==> src/rtl/branch_control_unit.sv <==
// Hardwired Moore sequencer for fetch/decode/execute of br, jr, jal, nop and halt.
// Optional performance counters are enabled by defining BCU_PERF_COUNT_EN.
module branch_control_unit #(
   parameter logic [4:0] OP_BR   = 5'b10010,
   parameter logic [4:0] OP_JR   = 5'b10011,
   parameter logic [4:0] OP_JAL  = 5'b10100,
   parameter logic [4:0] OP_NOP  = 5'b11001,
   parameter logic [4:0] OP_HALT = 5'b11010
) (
   input  logic        clk,
   input  logic        clr,
   input  logic [31:0] IR,
   input  logic        con_ff,
   output logic        PCout,
   output logic        MARin,
   output logic        IncPC,
   output logic        Read,
   output logic        MDRin,
   output logic        MDRout,
   output logic        IRin,
   output logic        Gra,
   output logic        Grb,
   output logic        Rout,
   output logic        Rin,
   output logic        BAout,
   output logic        CONin,
   output logic        Yin,
   output logic        Cout,
   output logic        BRANCH,
   output logic        Zin,
   output logic        Zlowout,
   output logic        PCin,
   output logic        LinkSel,
   output logic        Run,
   output logic        Illegal
`ifdef BCU_PERF_COUNT_EN
   ,
   output logic [15:0] br_taken_cnt,
   output logic [15:0] br_nottaken_cnt,
   output logic [15:0] instr_cnt
`endif
);

   localparam logic [3:0] S_IDLE = 4'd0;
   localparam logic [3:0] S_T0   = 4'd1;
   localparam logic [3:0] S_T1   = 4'd2;
   localparam logic [3:0] S_T2   = 4'd3;
   localparam logic [3:0] S_T3   = 4'd4;
   localparam logic [3:0] S_BR3  = 4'd5;
   localparam logic [3:0] S_BR4  = 4'd6;
   localparam logic [3:0] S_BR5  = 4'd7;
   localparam logic [3:0] S_BR6  = 4'd8;
   localparam logic [3:0] S_J3   = 4'd9;
   localparam logic [3:0] S_L3   = 4'd10;
   localparam logic [3:0] S_L4   = 4'd11;
   localparam logic [3:0] S_HALT = 4'd12;

   logic [3:0] state;
   logic [3:0] next_state;
   logic       br_flag;
   logic       illegal_q;
   logic [4:0] opcode;
   logic       ir_unused;

   assign opcode    = IR[31:27];
   assign ir_unused = ^IR[26:0];

   always_comb begin
      next_state = state;
      case (state)
         S_IDLE: next_state = S_T0;
         S_T0:   next_state = S_T1;
         S_T1:   next_state = S_T2;
         S_T2:   next_state = S_T3;
         S_T3: begin
            if (opcode == OP_BR)        next_state = S_BR3;
            else if (opcode == OP_JR)   next_state = S_J3;
            else if (opcode == OP_JAL)  next_state = S_L3;
            else if (opcode == OP_NOP)  next_state = S_T0;
            else                        next_state = S_HALT;
         end
         S_BR3:  next_state = S_BR4;
         S_BR4:  next_state = S_BR5;
         S_BR5:  next_state = br_flag ? S_BR6 : S_T0;
         S_BR6:  next_state = S_T0;
         S_J3:   next_state = S_T0;
         S_L3:   next_state = S_L4;
         S_L4:   next_state = S_T0;
         S_HALT: next_state = S_HALT;
         default: next_state = S_IDLE;
      endcase
   end

   // Condition is captured leaving BR4, one cycle after CONin loaded the CON FF.
   always_ff @(posedge clk) begin
      if (!clr) begin
         state     <= S_IDLE;
         br_flag   <= 1'b0;
         illegal_q <= 1'b0;
      end else begin
         state <= next_state;
         if (state == S_T0)
            br_flag <= 1'b0;
         else if (state == S_BR4)
            br_flag <= con_ff;
         if (state == S_T3 && opcode != OP_BR && opcode != OP_JR && opcode != OP_JAL &&
             opcode != OP_NOP && opcode != OP_HALT)
            illegal_q <= 1'b1;
      end
   end

   assign Illegal = illegal_q;

   always_comb begin
      PCout   = 1'b0;
      MARin   = 1'b0;
      IncPC   = 1'b0;
      Read    = 1'b0;
      MDRin   = 1'b0;
      MDRout  = 1'b0;
      IRin    = 1'b0;
      Gra     = 1'b0;
      Grb     = 1'b0;
      Rout    = 1'b0;
      Rin     = 1'b0;
      BAout   = 1'b0;
      CONin   = 1'b0;
      Yin     = 1'b0;
      Cout    = 1'b0;
      BRANCH  = 1'b0;
      Zin     = 1'b0;
      Zlowout = 1'b0;
      PCin    = 1'b0;
      LinkSel = 1'b0;
      Run     = (state != S_IDLE) && (state != S_HALT);
      case (state)
         S_T0: begin
            PCout = 1'b1;
            MARin = 1'b1;
         end
         S_T1: begin
            IncPC = 1'b1;
            Read  = 1'b1;
            MDRin = 1'b1;
         end
         S_T2: begin
            MDRout = 1'b1;
            IRin   = 1'b1;
         end
         S_BR3: begin
            Gra   = 1'b1;
            Rout  = 1'b1;
            CONin = 1'b1;
         end
         S_BR4: begin
            PCout = 1'b1;
            Yin   = 1'b1;
         end
         S_BR5: begin
            Cout   = 1'b1;
            BRANCH = 1'b1;
            Zin    = 1'b1;
         end
         S_BR6: begin
            Zlowout = 1'b1;
            PCin    = 1'b1;
         end
         S_J3, S_L4: begin
            Gra  = 1'b1;
            Rout = 1'b1;
            PCin = 1'b1;
         end
         S_L3: begin
            PCout   = 1'b1;
            Rin     = 1'b1;
            LinkSel = 1'b1;
         end
         default: ;
      endcase
   end

`ifdef BCU_PERF_COUNT_EN
   always_ff @(posedge clk) begin
      if (!clr) begin
         br_taken_cnt    <= '0;
         br_nottaken_cnt <= '0;
         instr_cnt       <= '0;
      end else begin
         if (state == S_BR5 && next_state == S_BR6)
            br_taken_cnt <= br_taken_cnt + 16'd1;
         if (state == S_BR5 && next_state == S_T0)
            br_nottaken_cnt <= br_nottaken_cnt + 16'd1;
         if (state == S_T2)
            instr_cnt <= instr_cnt + 16'd1;
      end
   end
`endif

   a_one_bus_driver: assert property (@(posedge clk)
      $countones({PCout, MDRout, Rout, Zlowout, Cout}) <= 1);
   a_pcin_incpc_excl: assert property (@(posedge clk) !(PCin && IncPC));

endmodule
==> config.mk <==
export PLATFORM = sky130hd
export DESIGN_NAME = branch_control_unit
export DESIGN_NICKNAME = d
export VERILOG_FILES = /design/src/rtl/branch_control_unit.sv
export SDC_FILE = /design/constraint.sdc
export NUM_CORES = 1
export LEC_CHECK = 0
export ABC_AREA = 1
export ABC_CLOCK_PERIOD_IN_PS = 1200
export CORE_ASPECT_RATIO = 1.2
export CORE_MARGIN = 2
export CORE_UTILIZATION = 25
export DETAILED_ROUTE_END_ITERATION = 12
export GPL_TIMING_DRIVEN = 0
export PLACE_DENSITY = 0.85
export SLEW_MARGIN = 10
export SYNTH_ARGS = -nofsm -noshare
export SYNTH_HDL_FRONTEND = slang
export SYNTH_SLANG_ARGS = --single-unit
==> constraint.sdc <==
create_clock -name clk -period 1.2 [get_ports clk]
set_clock_uncertainty 0.15 [all_clocks]
set_input_delay 0.3 -clock clk [delete_from_list [all_inputs] [get_ports clk]]
set_output_delay 0.3 -clock clk [all_outputs]
set_load 0.05 [all_outputs]
==> run_results.csv, run 1 <==
group,metric,value,unit
final_layout,nNetsFinal,179,
critical_path,worst-path-buf-inv,4,
final_layout,areaGrowthSynthToFinish,126,%
critical_path,cp_max_fo,4,
timing,rsz0062_at_grt,"yes",
floorplanning,start_util,26.5,%
power,pwr_density_cell,842,nW/um^2
timing,slew_violations,0,
clock_tree,cts_tree,"done",
detailed_routing,route.detailed.drc,0,
detailed_routing,wirelength,1.83,mm
floorplanning,die_h,55.1,microns
critical_path,r2r_start,"state[2]$_SDFF_PN0_",
timing,hold_viol,0,
yosys,yosysTopAreaCell,"dfxtp_1",
detailed_routing,routed_via_density,4.41,
flow_run,maxCapViolations,0,
power,p_leak,0.570,nW
critical_path,critPathArrivalTime,1320,ps
critical_path,critPathKind,"register to output port",
grt,grt_pass1_wl,2.64,mm
yosys,synth_cell_types,15,
floorplanning,fp.dieW,46.5,microns
power,ir_drop,0.477,mV
yosys,syn_inst,99,
critical_path,critPathSlowestCell,"dfxtp_2",
placement,dp.final_hpwl,1.26,mm
critical_path,critPathMaxStageDelay,350,ps
yosys,ys_top_cells_by_area,"dfxtp_1, nor2_1, inv_1, nand2_1, buf_4",
detailed_routing,drtPass1Iterations,4,
final_layout,nFillCells,173,
yosys,synth_enable_flop_cells,0,
detailed_routing,drt_iter0_drc,13,
timing,hold_slack,319,ps
critical_path,startpoint,"state[1]$_SDFF_PN0_",
clock_tree,cts.clk_slew.worst_paths,40,ps
timing,worst_slack,-568,ps
yosys,synth_area,543,sq um
grt,grt.total_usage,14.6,%
grt,grt_overflow,0,
floorplanning,core.rowCount,18,
placement,io_buffers,27,
final_layout,final_cells,172,
grt,grt_max_degree,7,
detailed_routing,vias,759,
yosys,yosys_warnings,0,
clock_tree,cts_buffer_depth,2,
placement,dp_cells,157,
detailed_routing,wl_per_cell,10.6,microns
timing,fmax,0.565,GHz
floorplanning,die-area,2560,sq um
yosys,yosysMostFrequentCell,"nor2_1",
yosys,avgSynthCellArea,5.49,sq um
yosys,async_flop_share,0,%
clock_tree,htree_levels,1,
clock_tree,cts_buffers,3,
yosys,yosys.area.top_type_share,22.1,%
final_layout,antenna_cells,0,
floorplanning,io_pins,57,
critical_path,crit_family,"buffers and inverters",
final_layout,layout-drive-gt1-share,63.4,%
outcome,status,"complete, but fails checks",
yosys,ys_seq_elements,6,
detailed_routing,detail-route-antenna-nets,0,
yosys,synth_commonest_cells,"nor2_1, inv_1, nand2_1",
timing,layout_min_cycle_time,1770,ps
placement,gp_congestion,0.773,
clock_tree,clkLatencyLatePin,250,ps
critical_path,critPathLaunchType,"register",
yosys,yosysSeqAreaShare,22.1,%
outcome,violations,"setup timing",
critical_path,critPathRequiredTime,750,ps
worst_hold_path,worstHoldStart,"Illegal$_SDFFE_PN0P_",
timing,post-route-period-util,147,%
critical_path,crit_path_cell_trace,"inv_2 > nor2_4 > inv_2 > nor2_4 > buf_6 > buf_8",
critical_path,end_kind,"output port",
yosys,ys.flop_type,"dfxtp_1",
clock_tree,clock_sinks,6,
clock_tree,cts_hold_buf,0,
worst_hold_path,hp-class,"register to register",
clock_tree,cts_root_buf,"clkbuf_4",
grt,grt_pass1_vias,696,
floorplanning,core,2050,sq um
grt,antenna_found_initial,0,
timing,setup_viol,25,
-- flip-flops by register name, summed over array words and instances, names as in the netlist --
name / cells
Illegal: 1
br_flag: 1
state: 4
-- per-stage QoR --
step	instance area [sq um]	total power [mW]	utilization, %	TNS [ps]	setup WS [ps]
detailed placement	990	0.736	48.3	-18300	-988
CTS	1150	1.01	56.3	-9800	-540
global route	1220	1.07	59.8	-11400	-595
floorplan	682	0.599	-	-5430	-405
finish	1220	1.03	59.8	-10430	-568
global placement	990	0.726	48.3	-17720	-938
-- worst paths after layout --
check	endpoint	depth (start not counted)	slack, ps
max	Read	6	-570
min	Illegal$_SDFFE_PN0P_	2	320
max reg2reg	state[3]$_SDFF_PN0_	8	-320
min reg2reg	Illegal$_SDFFE_PN0P_	2	320
-- what timing repair did --
action	4_1_cts	5_1_grt
buffers inserted	8	4
resized for setup	165	12
pin swaps	11	4
setup endpoints to repair	26	26
gates cloned	0	0
-- worst min-delay path: cells and delay by family, from the launching register on --
| family | cells | cell delay [ps] |
|---|---|---|
| DFF | 1 | 320 |
| buffers and inverters | 1 | 50 |
| AOI/OAI and AO/OA | 1 | 50 |
-- cells in the final DEF, fill, tap and decap left out --
cell type        count
a21oi_1              4
and3_1               1
buf_4               15
buf_6               17
buf_8                9
clkbuf_4             3
clkdlybuf4s50_1      2
clkinvlp_4           3
conb_1               2
dfxtp_1              1
dfxtp_2              2
dfxtp_4              3
dlygate4sd2_1        5
inv_1               10
inv_2                6
inv_4                1
nand2_1             11
nand2_2              6
nand2_4              3
nand3_1              2
nand3_2              1
nand4_1              2
nor2_1               8
nor2_2               7
nor2_4              11
nor3_1               1
nor4_2               1
o21ai_0              1
o21ai_1              1
o21ai_2              1
o22ai_1              1
o22ai_4              1
-- kinds of logic (layout without fill, tap and decap cells) --
logic type	count (synthesis)	count (layout)	share of synthesized area [%]
buf+inv	29	71	26.3
simple gates	54	54	42.2
other cells	1	2	0.691
flops	6	6	22.1
compound gates	9	9	8.75
-- where the power goes --
| part | internal (mW) | switching (mW) | total [mW] |
|---|---|---|---|
| logic | 0.236 | 0.359 | 0.595 |
| clock network | 0.114 | 0.0791 | 0.193 |
| registers | 0.215 | 0.0292 | 0.245 |
| total | 0.565 | 0.467 | 1.03 |
-- metal layers --
metal,wire [microns],track usage (%),vias to the layer above
met5,0,0,-
met4,19,7.62,0
met3,89,2.60,2
met2,1100,31.9,32
met1,616,11.1,343
li1,-,-,382
-- area by class of cell --
cell class | instances | area [sq um] | area share [%]
clock buffers | 3 | 22.5 | 1.84
inverters | 20 | 88.8 | 7.25
well taps | 30 | 37.5 | 3.06
repair buffers | 39 | 409 | 33.4
plain buffers | 9 | 93.8 | 7.66
multi-input cells | 65 | 439 | 35.9
flip-flops and latches | 6 | 134 | 10.9
Note: power is estimated with default switching activity, not from simulation.
==> inputs of run 2 (changes only) <==
PLACE_DENSITY = not set   (was 0.85)
PLACE_DENSITY_LB_ADDON = 0.15   (was not set)
==> run 2 against run 1 <==
Against the previous run:
- the run still ends with setup timing left
- critical path depth increased by 1
- combinational power increased by 9.4%
- final cell count increased by 2.9%
==> run_results.csv, run 2 (same netlist as run 1, synthesis figures left out) <==
group,metric,value,unit
final_layout,nFillCells,180,
final_layout,mostFrequentLayoutCell,"buf_6",
timing,worst_slack,-551,ps
critical_path,end_kind,"output port",
critical_path,r2r_slack,-290,ps
final_layout,antenna_cells,0,
timing,setup_tns,-10350,ps
power,sw_frac_of_total,43.9,%
outcome,status,"complete, but fails checks",
detailed_routing,wl_met3,56,microns
detailed_routing,wl_per_cell,10.0,microns
placement,dp_slack,-957,ps
final_layout,postLayoutCellArea,1300,sq um
floorplanning,core.rowCount,18,
clock_tree,cts_tree,"done",
power,p_clk_share,17.1,%
power,ir_drop,0.554,mV
detailed_routing,vias,767,
grt,grt_overflow,0,
floorplanning,fp.dieW,46.5,microns
placement,gp_congestion,0.760,
detailed_routing,route.detailed.drc,0,
clock_tree,cts_buffer_depth,2,
detailed_routing,drt_iter0_drc,8,
timing,setup_viol,25,
critical_path,critPathSlowestCell,"dfxtp_4",
timing,hold_viol,0,
clock_tree,cts.clk_slew.worst_paths,50,ps
critical_path,r2r_start,"state[1]$_SDFF_PN0_",
worst_hold_path,worstHoldStart,"Illegal$_SDFFE_PN0P_",
placement,postPlaceCellArea,990,sq um
worst_hold_path,worstHoldPathCells,2,
critical_path,critPathKind,"register to output port",
power,combPwrFrac,60.2,%
grt,antenna_found_initial,0,
final_layout,layout_common_cells,"buf_6, buf_4, buf_8",
timing,fmax,0.571,GHz
timing,hold_slack,300,ps
timing,slew_violations,0,
detailed_routing,top_layer_used,"met4",
detailed_routing,m1WireLength,684,microns
critical_path,cp_max_fo,4,
power,switching_power,0.475,mW
critical_path,critPathArrivalTime,1300,ps
outcome,violations,"setup timing",
grt,grt_max_degree,7,
critical_path,critPathLaunchType,"register",
clock_tree,cts_hold_buf,0,
critical_path,critPathMaxStageDelay,360,ps
final_layout,areaGrowthSynthToFinish,139,%
critical_path,rr_worst_depth,9,
timing,post-route-period-util,146,%
detailed_routing,drtPass1Iterations,4,
floorplanning,start_util,26.5,%
detailed_routing,detail-route-antenna-nets,0,
floorplanning,io_pins,57,
timing,layout_min_cycle_time,1750,ps
final_layout,largest_register_ffs,4,
clock_tree,clkLatencyLatePin,240,ps
power,internal_power,0.607,mW
final_layout,layout-drive-gt1-share,66.0,%
critical_path,crit_path_cell_trace,"inv_2 > nor2_4 > nand2_4 > clkinvlp_4 > nor2_4 > nand2_4 > buf_8",
floorplanning,core,2050,sq um
power,pwr_density_cell,834,nW/um^2
grt,grt_pass1_vias,637,
placement,io_buffers,27,
timing,rsz0062_at_grt,"yes",
detailed_routing,routed_via_density,4.33,
power,seqPwrFrac,22.7,%
clock_tree,cts_buffers,3,
placement,dp.final_hpwl,1.19,mm
final_layout,nNetsFinal,184,
detailed_routing,met2_length,998,microns
worst_hold_path,holdPathEnd,"Illegal$_SDFFE_PN0P_",
final_layout,final_cells,177,
clock_tree,cts_root_buf,"clkbuf_4",
clock_tree,htree_levels,1,
floorplanning,die_h,55.1,microns
placement,dp_cells,157,
critical_path,r2r_end,"Illegal$_SDFFE_PN0P_",
worst_hold_path,hp-class,"register to register",
detailed_routing,wirelength,1.77,mm
floorplanning,die-area,2560,sq um
grt,grt_pass1_wl,2.68,mm
critical_path,critPathRequiredTime,750,ps
power,p_leak,0.616,nW
grt,grt.total_usage,15.0,%
final_layout,largest_register,"state",
flow_run,maxCapViolations,0,
clock_tree,clock_sinks,6,
## run 2: cell count changes in the layout (fill, tap and decap cells not counted), sizes merged
cell  change
buf       +5
## run 2: final cells by class
class	count	area (sq um)	share of cell area (%)
plain buffers	9	93.8	7.23
repair buffers	44	477	36.7
clock buffers	3	22.5	1.74
flip-flops and latches	6	136	10.5
inverters	20	88.8	6.85
multi-input cells	65	442	34.0
well taps	30	37.5	2.89
## run 2: worst max-delay path, delay by kind of cell, from the launching register on
family,cells,cell delay [ps]
DFF,1,360
buffers and inverters,3,310
and+or+nand+nor,4,380
## run 2: how the worst max path moves through the flow
stage	start	slack, ps	end
floorplan	state[3]$_SDFF_PN0_	-400	Rout
global placement	state[1]$_SDFF_PN0_	-950	PCout
detailed placement	state[1]$_SDFF_PN0_	-960	PCout
CTS	state[1]$_SDFF_PN0_	-530	MDRin
global route	state[1]$_SDFF_PN0_	-610	Read
finish	state[1]$_SDFF_PN0_	-550	PCout
## run 2: per-stage QoR
stage | util (%) | power [mW]
CTS | 57.2 | 1.01
global placement | 48.3 | 0.729
global route | 63.3 | 1.15
detailed placement | 48.3 | 0.733
finish | 63.3 | 1.08
floorplan | - | 0.599
## run 2: power groups by stage
stage | clock network [mW] | logic [mW] | registers [mW]
floorplan | 0 | 0.358 | 0.241
global placement | 0 | 0.490 | 0.239
detailed placement | 0 | 0.493 | 0.240
CTS | 0.192 | 0.571 | 0.243
global route | 0.211 | 0.691 | 0.248
finish | 0.185 | 0.651 | 0.246
## run 2: timing repair
item | CTS | global route
pin swaps | 12 | 7
setup buffers | 8 | 10
endpoints found under the setup margin | 26 | 26
resized for setup | 169 | 19
## run 2: metal layers
layer  GRT usage (%)  vias up
met5               0        -
met4            11.9        0
met3            1.95        4
met2            26.4       20
met1            15.8      352
li1                -      391
